--- src/rtl/hamming_pkg.sv ---
// ============================================================================
//  Module   : hamming_pkg
//  Brief    : Shared Hamming sizing and position helpers for the ECC datapath.
//  Revision : 1.0 - initial release
// ============================================================================
`default_nettype none

package hamming_pkg;

  localparam int INJ_POS_W = 8;

  // Smallest r with 2^r >= data_w + r + 1.
  function automatic int calc_r(input int data_w);
    int r;
    r = 0;
    for (int i = 1; i < 8; i++) begin
      if (r == 0 && (1 << i) >= data_w + i + 1) r = i;
    end
    return r;
  endfunction

  function automatic bit is_pow2(input int pos);
    return (pos > 0) && ((pos & (pos - 1)) == 0);
  endfunction

  function automatic int cw_width(input int data_w, input bit secded);
    return data_w + calc_r(data_w) + (secded ? 1 : 0);
  endfunction

  // 1-based codeword position of data bit j (0-based).
  function automatic int data_pos(input int j);
    int cnt;
    int pos;
    cnt = 0;
    pos = 0;
    for (int p = 1; p < 256; p++) begin
      if (pos == 0 && !is_pow2(p)) begin
        if (cnt == j) pos = p;
        cnt++;
      end
    end
    return pos;
  endfunction

endpackage

`default_nettype wire

--- src/rtl/hamming_enc_core.sv ---
// ============================================================================
//  Module   : hamming_enc_core
//  Brief    : Combinational Hamming encoder, optional overall parity MSB.
//  Revision : 1.0 - initial release
// ============================================================================
`default_nettype none

module hamming_enc_core
  import hamming_pkg::*;
#(
  parameter int DATA_W = 4,
  parameter bit SECDED = 1'b0,
  localparam int CW_W = cw_width(DATA_W, SECDED)
) (
  input  logic [DATA_W-1:0] i_data,
  output logic [CW_W-1:0]   o_cw
);

  localparam int R_W    = calc_r(DATA_W);
  localparam int BASE_W = DATA_W + R_W;

  // Data-bearing positions covered by parity bit 2^k.
  function automatic logic [BASE_W-1:0] cov_mask(input int k);
    logic [BASE_W-1:0] m;
    m = '0;
    for (int p = 1; p <= BASE_W; p++) begin
      if (((p >> k) & 1) == 1 && !is_pow2(p)) m[p-1] = 1'b1;
    end
    return m;
  endfunction

  logic [BASE_W-1:0] w_placed;
  logic [BASE_W-1:0] w_base;
  logic [R_W-1:0]    w_par;

  generate
    for (genvar k = 0; k < R_W; k++) begin : g_pslot
      assign w_placed[(1 << k) - 1] = 1'b0;
      assign w_par[k] = ^(w_placed & cov_mask(k));
    end
    for (genvar j = 0; j < DATA_W; j++) begin : g_dslot
      assign w_placed[data_pos(j) - 1] = i_data[j];
    end
  endgenerate

  always_comb begin
    w_base = w_placed;
    for (int k = 0; k < R_W; k++) begin
      w_base[(1 << k) - 1] = w_par[k];
    end
  end

  generate
    if (SECDED) begin : g_secded
      assign o_cw = {^w_base, w_base};
    end else begin : g_plain
      assign o_cw = w_base;
    end
  endgenerate

endmodule

`default_nettype wire

--- src/rtl/hamming_stream_encoder.sv ---
// ============================================================================
//  Module   : hamming_stream_encoder
//  Brief    : Streaming Hamming encoder, 2-entry output buffer, one-shot error
//             injection and output word counter. HAMMING_SECDED_EN adds an
//             overall even-parity MSB.
//  Revision : 1.0 - initial release
// ============================================================================
`default_nettype none

module hamming_stream_encoder
  import hamming_pkg::*;
#(
  parameter int DATA_W = 4,
  parameter int CNT_W  = 16,
`ifdef HAMMING_SECDED_EN
  localparam bit SECDED = 1'b1,
`else
  localparam bit SECDED = 1'b0,
`endif
  localparam int CW_W = cw_width(DATA_W, SECDED)
) (
  input  logic                 clk_enc,
  input  logic                 rst_enc,
  input  logic [DATA_W-1:0]    enc_data,
  input  logic                 enc_valid,
  output logic                 enc_ready,
  output logic [CW_W-1:0]      codeword_out,
  output logic                 out_valid,
  input  logic                 out_ready,
  input  logic                 inj_arm,
  input  logic [INJ_POS_W-1:0] inj_pos,
  output logic                 inj_armed,
  output logic [CNT_W-1:0]     word_cnt
);

  localparam logic [INJ_POS_W-1:0] C_MAX_POS = INJ_POS_W'(CW_W);
  localparam logic [CW_W-1:0]      C_ONE     = CW_W'(1);

  logic [CW_W-1:0]      r_head;
  logic [CW_W-1:0]      r_tail;
  logic [1:0]           r_occ;
  logic                 r_inj_armed;
  logic [INJ_POS_W-1:0] r_inj_pos;
  logic [CNT_W-1:0]     r_word_cnt;

  logic [CW_W-1:0] w_enc_cw;
  logic [CW_W-1:0] w_flip;
  logic [CW_W-1:0] w_in_cw;
  logic            w_accept;
  logic            w_release;
  logic            w_arm_ok;

  hamming_enc_core #(
    .DATA_W (DATA_W),
    .SECDED (SECDED)
  ) u_core (
    .i_data (enc_data),
    .o_cw   (w_enc_cw)
  );

  assign enc_ready    = (r_occ != 2'd2) && !rst_enc;
  assign out_valid    = (r_occ != 2'd0);
  assign codeword_out = r_head;
  assign inj_armed    = r_inj_armed;
  assign word_cnt     = r_word_cnt;

  assign w_accept  = enc_valid && enc_ready;
  assign w_release = out_valid && out_ready;
  assign w_arm_ok  = inj_arm && (inj_pos != '0) && (inj_pos <= C_MAX_POS);
  assign w_flip    = r_inj_armed ? (C_ONE << (r_inj_pos - 1'b1)) : '0;
  assign w_in_cw   = w_enc_cw ^ w_flip;

  always_ff @(posedge clk_enc) begin
    if (rst_enc) begin
      r_head      <= '0;
      r_tail      <= '0;
      r_occ       <= 2'd0;
      r_inj_armed <= 1'b0;
      r_inj_pos   <= '0;
      r_word_cnt  <= '0;
    end else begin
      // Head is the output register; tail only fills when head is stalled.
      case ({w_accept, w_release})
        2'b11: r_head <= w_in_cw;
        2'b10: begin
          if (r_occ == 2'd0) r_head <= w_in_cw;
          else               r_tail <= w_in_cw;
          r_occ <= r_occ + 2'd1;
        end
        2'b01: begin
          r_head <= r_tail;
          r_occ  <= r_occ - 2'd1;
        end
        default: ;
      endcase

      if (w_release) r_word_cnt <= r_word_cnt + CNT_W'(1);

      // A same-cycle arm wins over the clear so it targets the next accept.
      if (w_accept) r_inj_armed <= 1'b0;
      if (w_arm_ok) begin
        r_inj_armed <= 1'b1;
        r_inj_pos   <= inj_pos;
      end
    end
  end

endmodule

`default_nettype wire

--- config.mk ---
export PLATFORM = sky130hd
export DESIGN_NAME = hamming_stream_encoder
export DESIGN_NICKNAME = d
export VERILOG_FILES = /design/src/rtl/hamming_pkg.sv /design/src/rtl/hamming_enc_core.sv /design/src/rtl/hamming_stream_encoder.sv
export SDC_FILE = /design/constraint.sdc
export NUM_CORES = 1
export LEC_CHECK = 0
export ABC_AREA = 1
export ABC_CLOCK_PERIOD_IN_PS = 2500
export BUFFER_PORTS_ARGS = -buffer_cell sky130_fd_sc_hd__buf_2
export CORE_MARGIN = 3
export CORE_UTILIZATION = 55
export DETAILED_ROUTE_END_ITERATION = 16
export PLACE_DENSITY = 0.79
export SYNTH_ARGS = -nofsm -noshare
export SYNTH_HDL_FRONTEND = slang
export SYNTH_SLANG_ARGS = --single-unit
--- constraint.sdc ---
create_clock -name clk_enc -period 2.5 [get_ports clk_enc]
set_input_delay 0.75 -clock clk_enc [delete_from_list [all_inputs] [get_ports clk_enc]]
set_output_delay 0.75 -clock clk_enc [all_outputs]
set_load 0.05 [all_outputs]
* Yosys cells after proc, flatten, opt, wreduce, memory -nomap -nowiden
Cells that the tools add are included.
** Word-level totals
- Register bits after elaboration :: 41
- Output and inout port bits :: 26
- Word-level logic and storage cells :: 42
** Cells by class
- $add $sub $neg :: 4
- Order comparisons :: 1
- Equality and inequality tests :: 5
- Shift operators :: 1
- Multiplexer cells :: 6
- Bitwise gates (word level) :: 2
- Reductions and logical operators :: 17
** Operators with widths (number)
- $pmux W7 S3 :: 1
- $reduce_xor A7 Y1 :: 3
- $add A16 B1 Y16 const B :: 1
- $mux W7 :: 2
- $le A8 B3 Y1 const B :: 1
- $reduce_bool A8 Y1 :: 1
- $shl A1 B8 Y7 const A :: 1
- $sub A8 B1 Y8 const B :: 1
- $xor A7 B7 Y7 :: 1
- $reduce_bool A2 Y1 :: 3
- $logic_and A1 B1 Y1 :: 5
- $eq A2 B2 Y1 const B :: 2
- $ne A2 B2 Y1 const B :: 2
- $pmux W2 S2 :: 1
- $reduce_and A2 Y1 :: 2
- $reduce_bool A3 Y1 :: 1
- $add A2 B1 Y2 const B :: 1
- $eq A2 B1 Y1 const B :: 1
- $logic_not A2 Y1 :: 1
- $mux W1 :: 2
- $sub A2 B1 Y2 const B :: 1
- $logic_not A1 Y1 :: 1
- $not A1 Y1 :: 1

* Longest topological paths before layout
- Depth in word-level cells :: 6
- Depth in mapped cells :: 13
- Mapped depth without buffers :: 13

* Hierarchy
Synthesis repeated with hierarchy kept, for this count alone.
** Second synthesis, totals
- Cell total of the unflattened synthesis :: 346
- Area total of the unflattened synthesis :: 2337.2 µm²
** By module, submodules not included
- hamming_stream_encoder :: instances 1, cells each 320, area each 2220.9 µm²
- hamming_enc_core :: instances 1, cells each 26, area each 116.4 µm²

* Worst setup path before layout
No wires, ideal clock.
- Kind :: input -> register
- From :: input rst_enc
- To :: register r_tail[3]
- Library setup time :: 0.115 ns
- Arrival time :: 2.784 ns
- Data required time :: 2.385 ns
- Path slack :: -0.399 ns
- Stages on the path :: 10
- Cell sequence :: a21oi_1 > nand2_1 > inv_1 > ha_1 > inv_1 > nor2_1 > clkbuf_1 > nand3_1 > o211ai_1 > inv_2
** On the way
- Word-level cells in the longest chain between the ends :: 5
** RTL lines
- from (decl) :: RTL line hamming_stream_encoder.sv:23 : input logic rst_enc,
- $logic_not A1 Y1 :: RTL line hamming_stream_encoder.sv:61 : assign enc_ready = (r_occ != 2'd2) && !rst_enc;
- $logic_and A1 B1 Y1 :: RTL line hamming_stream_encoder.sv:61
- $logic_and A1 B1 Y1 :: RTL line hamming_stream_encoder.sv:67 : assign w_accept = enc_valid && enc_ready;
- $eq A2 B2 Y1 :: RTL line hamming_stream_encoder.sv:83 : case ({w_accept, w_release})
- $reduce_and A2 Y1 (no line)
- to (signal assigned) :: RTL line hamming_stream_encoder.sv:87 : else r_tail <= w_in_cw;
- to (decl) :: RTL line hamming_stream_encoder.sv:40 : logic [CW_W-1:0] r_tail;
Parallel ways exist; a longest one is shown, timed or not.
A chain may end at the register's enable or synchronous reset.

* Final worst setup path
- From :: register r_inj_pos[0]
- To :: register r_head[3] (netlist: codeword_out[3])
** On the way
- Word-level cells in the longest chain between the ends :: 6
** RTL lines
- from (decl) :: RTL line hamming_stream_encoder.sv:43 : logic [INJ_POS_W-1:0] r_inj_pos;
- from (signal assigned) :: RTL line hamming_stream_encoder.sv:103 : r_inj_pos <= inj_pos;
- $sub A8 B1 Y8 * :: RTL line hamming_stream_encoder.sv:70 : assign w_flip = r_inj_armed ? (C_ONE << (r_inj_pos - 1'b1)) : '0;
- $shl A1 B8 Y7 * :: RTL line hamming_stream_encoder.sv:70
- $mux W7 * :: RTL line hamming_stream_encoder.sv:70
- $xor A7 B7 Y7 * :: RTL line hamming_stream_encoder.sv:71 : assign w_in_cw = w_enc_cw ^ w_flip;
- $mux W7 :: RTL line hamming_stream_encoder.sv:86 : if (r_occ == 2'd0) r_head <= w_in_cw;
- $pmux W7 S3 * :: RTL line hamming_stream_encoder.sv:83
- to (signal assigned) :: RTL line hamming_stream_encoder.sv:84 : 2'b11: r_head <= w_in_cw;
- to (signal assigned) :: RTL line hamming_stream_encoder.sv:86
- to (signal assigned) :: RTL line hamming_stream_encoder.sv:91 : r_head <= r_tail;
- to (decl) :: RTL line hamming_stream_encoder.sv:39 : logic [CW_W-1:0] r_head;
Mark *: on every way between the ends. The rest lies on a longest branch, timed or not. The select of a mux whose other input is x is not followed.

==> impl_metrics.yaml <==
routing:
  routed_wl_um: 4756
  dr_total_vias: 2158
  drc: 0
  drt-pass1-iter-count: 4
  wl_per_cell_um: 11.71
  first_iter_violations: 180
  routed_via_density: 5.315
  detail-route-antenna-nets: 0
finish:
  multi_input_area_um2: 1250
  area_delta_synth_final_pct: 14.10
  fillers: 328
  drive_above_1_share_pct: 23.74
  nets: 378
  n_antenna_cell: 0
  regArea_um2: 820.8
  fin_cells: 406
sta:
  setup_slack_ps: 355.0
  final.setup_skew_ps: 6.218
  finalSetupViolCount: 0
  post-route-period-util_pct: 85.80
  slew_violations: 0
  setup_tns_ps: 0
  fmax_mhz: 466.2
  period_minus_slack_ps: 2145
  rsz0062_at_grt: "false"
  hold_viol: 0
  max_slew_margin_pct: 70.23
  tightest_slew_ps: 446.0
global_routing:
  antenna_found_initial: 0
  grt_pass1_wl_um: 8362
  first_global_vias: 1939
  track_usage_pct: 20.05
  grt_overflow: 0
  grt_max_degree: 22
critical_path:
  critPathArrivalTime_ps: 2320
  crit_path_end_kind: "flip-flop"
  required_ps: 2680
  path_max_fanout: 8
  worstRegToRegCells: 10
  crit_family: "simple AND/OR/NAND/NOR gates"
  r2r_start: "r_inj_pos[0]$_SDFFE_PP0P_"
  timing.setup.critical_path_class: "flip-flop to flip-flop"
  critPathSlowestCell: "dfxtp_1"
  r2r_end: "codeword_out[3]$_SDFFE_PP0P_"
  worst-path-buf-inv: 1
  r2r_setup_slack_ps: 350
  cp_slowest_stage_delay_ps: 500
  cp_cell_sequence: "inv_4, ha_1, xnor2_1, nor3b_4, and2_1, nand2_1, nand2_1, nand3_1, nand2_1, a21oi_2"
  critical_path.most_common_cell: "nand2_1"
  cp-start-kind: "flip-flop"
place:
  dp.cells: 398
  portBuffers: 42
  gp_congestion: 0.8588
  pre_cts_slack_ps: 354.8
  place_hpwl_um: 3618
synthesis:
  synthCells: 313
  synth-simple-area-share_pct: 36.71
  yosys_warnings: 0
  synth_nets: 334
  yosysTopAreaCellShare_pct: 35.57
  syn_area_um2: 2307
  synthFlopType: "dfxtp_1"
  synth_adder_area_share_pct: 2.169
  yosys.area.top_type: "dfxtp_1"
  yosys.cell_types.count: 42
  synth_xor_area_share_pct: 3.796
  synth_top_family_by_area: "simple AND/OR/NAND/NOR gates"
  synth_most_common_cell: "nand2_1"
  synth-async-reset-ratio_pct: 0
  ys_ff_latch: 41
  muxShareOfSynthArea_pct: 0
  ys_seq_area_share_pct: 35.57
  synth_common_cells: "nand2_1 (51), inv_1 (45), dfxtp_1 (41), nor2_1 (41), nand3_1 (21)"
  synth_compound_area_share_pct: 11.01
  ys_top_cells_by_area: "dfxtp_1 (36%), nand2_1 (8.3%), inv_1 (7.3%)"
  synth-edff-count: 0
  synth.avg_cell_area_um2: 7.371
pwr:
  clkPwrFrac_pct: 26.6
  combPwrFrac_pct: 26.1
  ir_worst_vdd_mv: 0.3805
  sw_frac_of_total_pct: 34.49
  seqPwrFrac_pct: 47.3
  power_switching_w: 0.0005270
  p_per_area_nw_per_um2: 580.4
  power.internal_w: 0.001001
  p_leak_nw: 1.279
hold_path:
  hold-path-cell-count: 2
  min_delay_worst_endpoint: "codeword_out[5]$_SDFFE_PP0P_"
  worstHoldStart: "codeword_out[5]$_SDFFE_PP0P_"
  hold_path_class: "flip-flop to flip-flop"
clock_tree:
  post_cts_resized: 0
  tritoncts: "yes"
  numCtsBuffers: 5
  postCtsSetupBuffers: 0
  cts.sinks: 41
  path_clk_slew_ps: 80
  clockBufferDepth: 2
  cts-htree-levels: 2
  worstSkewPairLatency_ps: 290
  holdBufCountCts: 0
  clockRootBuffer: "clkbuf_8"
run:
  cap_violations: 0
floorplanning:
  rows: 22
  io_pins: 43
  initial_core_util_pct: 59.87
  chipWidth_um: 70.77
  die_area_um2: 5008
  core_um2: 3854
  fp.dieH_um: 70.77
outcome:
  status: "completed"
==> cells by family (layout without fill, tap and decap cells) <==
| kind of cell | Yosys count | in the layout |
|---|---|---|
| flops | 41 | 41 |
| fa+ha+maj | 4 | 4 |
| compound gates | 41 | 41 |
| buf+inv | 57 | 102 |
| simple gates | 160 | 160 |
| xor+xnor | 10 | 10 |
==> through the flow <==
stage	util [%]	power, W	hold WS, ps	area, µm²
floorplan	-	0.001060	451.2	2318
global placement	66.17	0.001133	451.7	2550
detailed placement	66.17	0.001138	455.5	2550
CTS	68.31	0.001549	468.3	2633
global route	68.31	0.001622	486.8	2633
finish	68.31	0.001528	465.3	2633
==> worst max-delay path by stage <==
stage                                    startpoint  slack [ps]  cells after the start                           end
after floorplan                             rst_enc         180                     10        r_tail[3]$_SDFFE_PP0P_
after global placement    r_inj_pos[0]$_SDFFE_PP0P_         390                     10  codeword_out[3]$_SDFFE_PP0P_
after detailed placement                  out_ready         350                     10     word_cnt[12]$_SDFFE_PP0P_
after CTS                 r_inj_pos[0]$_SDFFE_PP0P_         350                     10  codeword_out[3]$_SDFFE_PP0P_
after global routing      r_inj_pos[0]$_SDFFE_PP0P_         120                     10  codeword_out[3]$_SDFFE_PP0P_
final                     r_inj_pos[0]$_SDFFE_PP0P_         350                     10  codeword_out[3]$_SDFFE_PP0P_
==> tightest hold or removal path, cell delays in order (launching register included) <==
cell and delay, ps:
dfxtp_1 310, nand2_1 60, a21oi_1 50
==> cells in the final DEF, fill, tap and decap left out, types with 2 or more instances in the layout <==
| cell | netlist | final |
|---|---|---|
| inv_2 | 3 | 3 |
| inv_1 | 45 | 45 |
| clkinv_2 | 0 | 2 |
| ha_1 | 4 | 4 |
| nand2_1 | 51 | 51 |
| dfxtp_1 | 41 | 41 |
| nand3_1 | 21 | 21 |
| a21oi_2 | 5 | 5 |
| nor2_1 | 41 | 41 |
| clkbuf_8 | 2 | 5 |
| o21ai_0 | 9 | 9 |
| xnor2_1 | 2 | 2 |
| nor3b_1 | 2 | 2 |
| nor3_1 | 5 | 5 |
| nand4_1 | 16 | 16 |
| buf_4 | 1 | 3 |
| xor2_1 | 8 | 8 |
| nand3_2 | 2 | 2 |
| a21oi_1 | 14 | 13 |
| buf_2 | 0 | 42 |
| nor3_2 | 2 | 2 |
| o21ai_1 | 2 | 2 |
| nand2_4 | 2 | 2 |
| nor2_2 | 6 | 6 |
| o211ai_1 | 7 | 7 |
==> state kept, by name, summed over array words and instances, names as in the netlist <==
register      count
word_cnt         16
r_inj_pos         8
codeword_out      7
r_tail            7
r_occ             2
inj_armed         1
==> power groups by stage <==
stage | combinational (W) | sequential, W | clock, W
2_1_floorplan | 0.000244 | 0.000816 | 0
3_3_place_gp | 0.000396 | 0.000737 | 0
3_5_place_dp | 0.000400 | 0.000737 | 0
4_1_cts | 0.000402 | 0.000722 | 0.000425
5_1_grt | 0.000439 | 0.000729 | 0.000455
6_report | 0.000399 | 0.000722 | 0.000406
==> layer usage <==
layer,up-vias,part of all wire (%),global-route usage [%]
met1,989,46,26.66
li1,1109,-,-
met2,53,48,32.13
met4,0,1.2,6.889
met5,-,0,0
met3,7,5.2,4.403
==> cell type report <==
class	count	share of cell area, %
clock buffer	6	2.757
clock inverter	2	0.3802
inverter	49	7.082
multi-input combinational	215	47.48
sequential	41	31.18
tap	48	2.281
timing repair buffer	45	8.840
(Power assumes the default switching activity.)
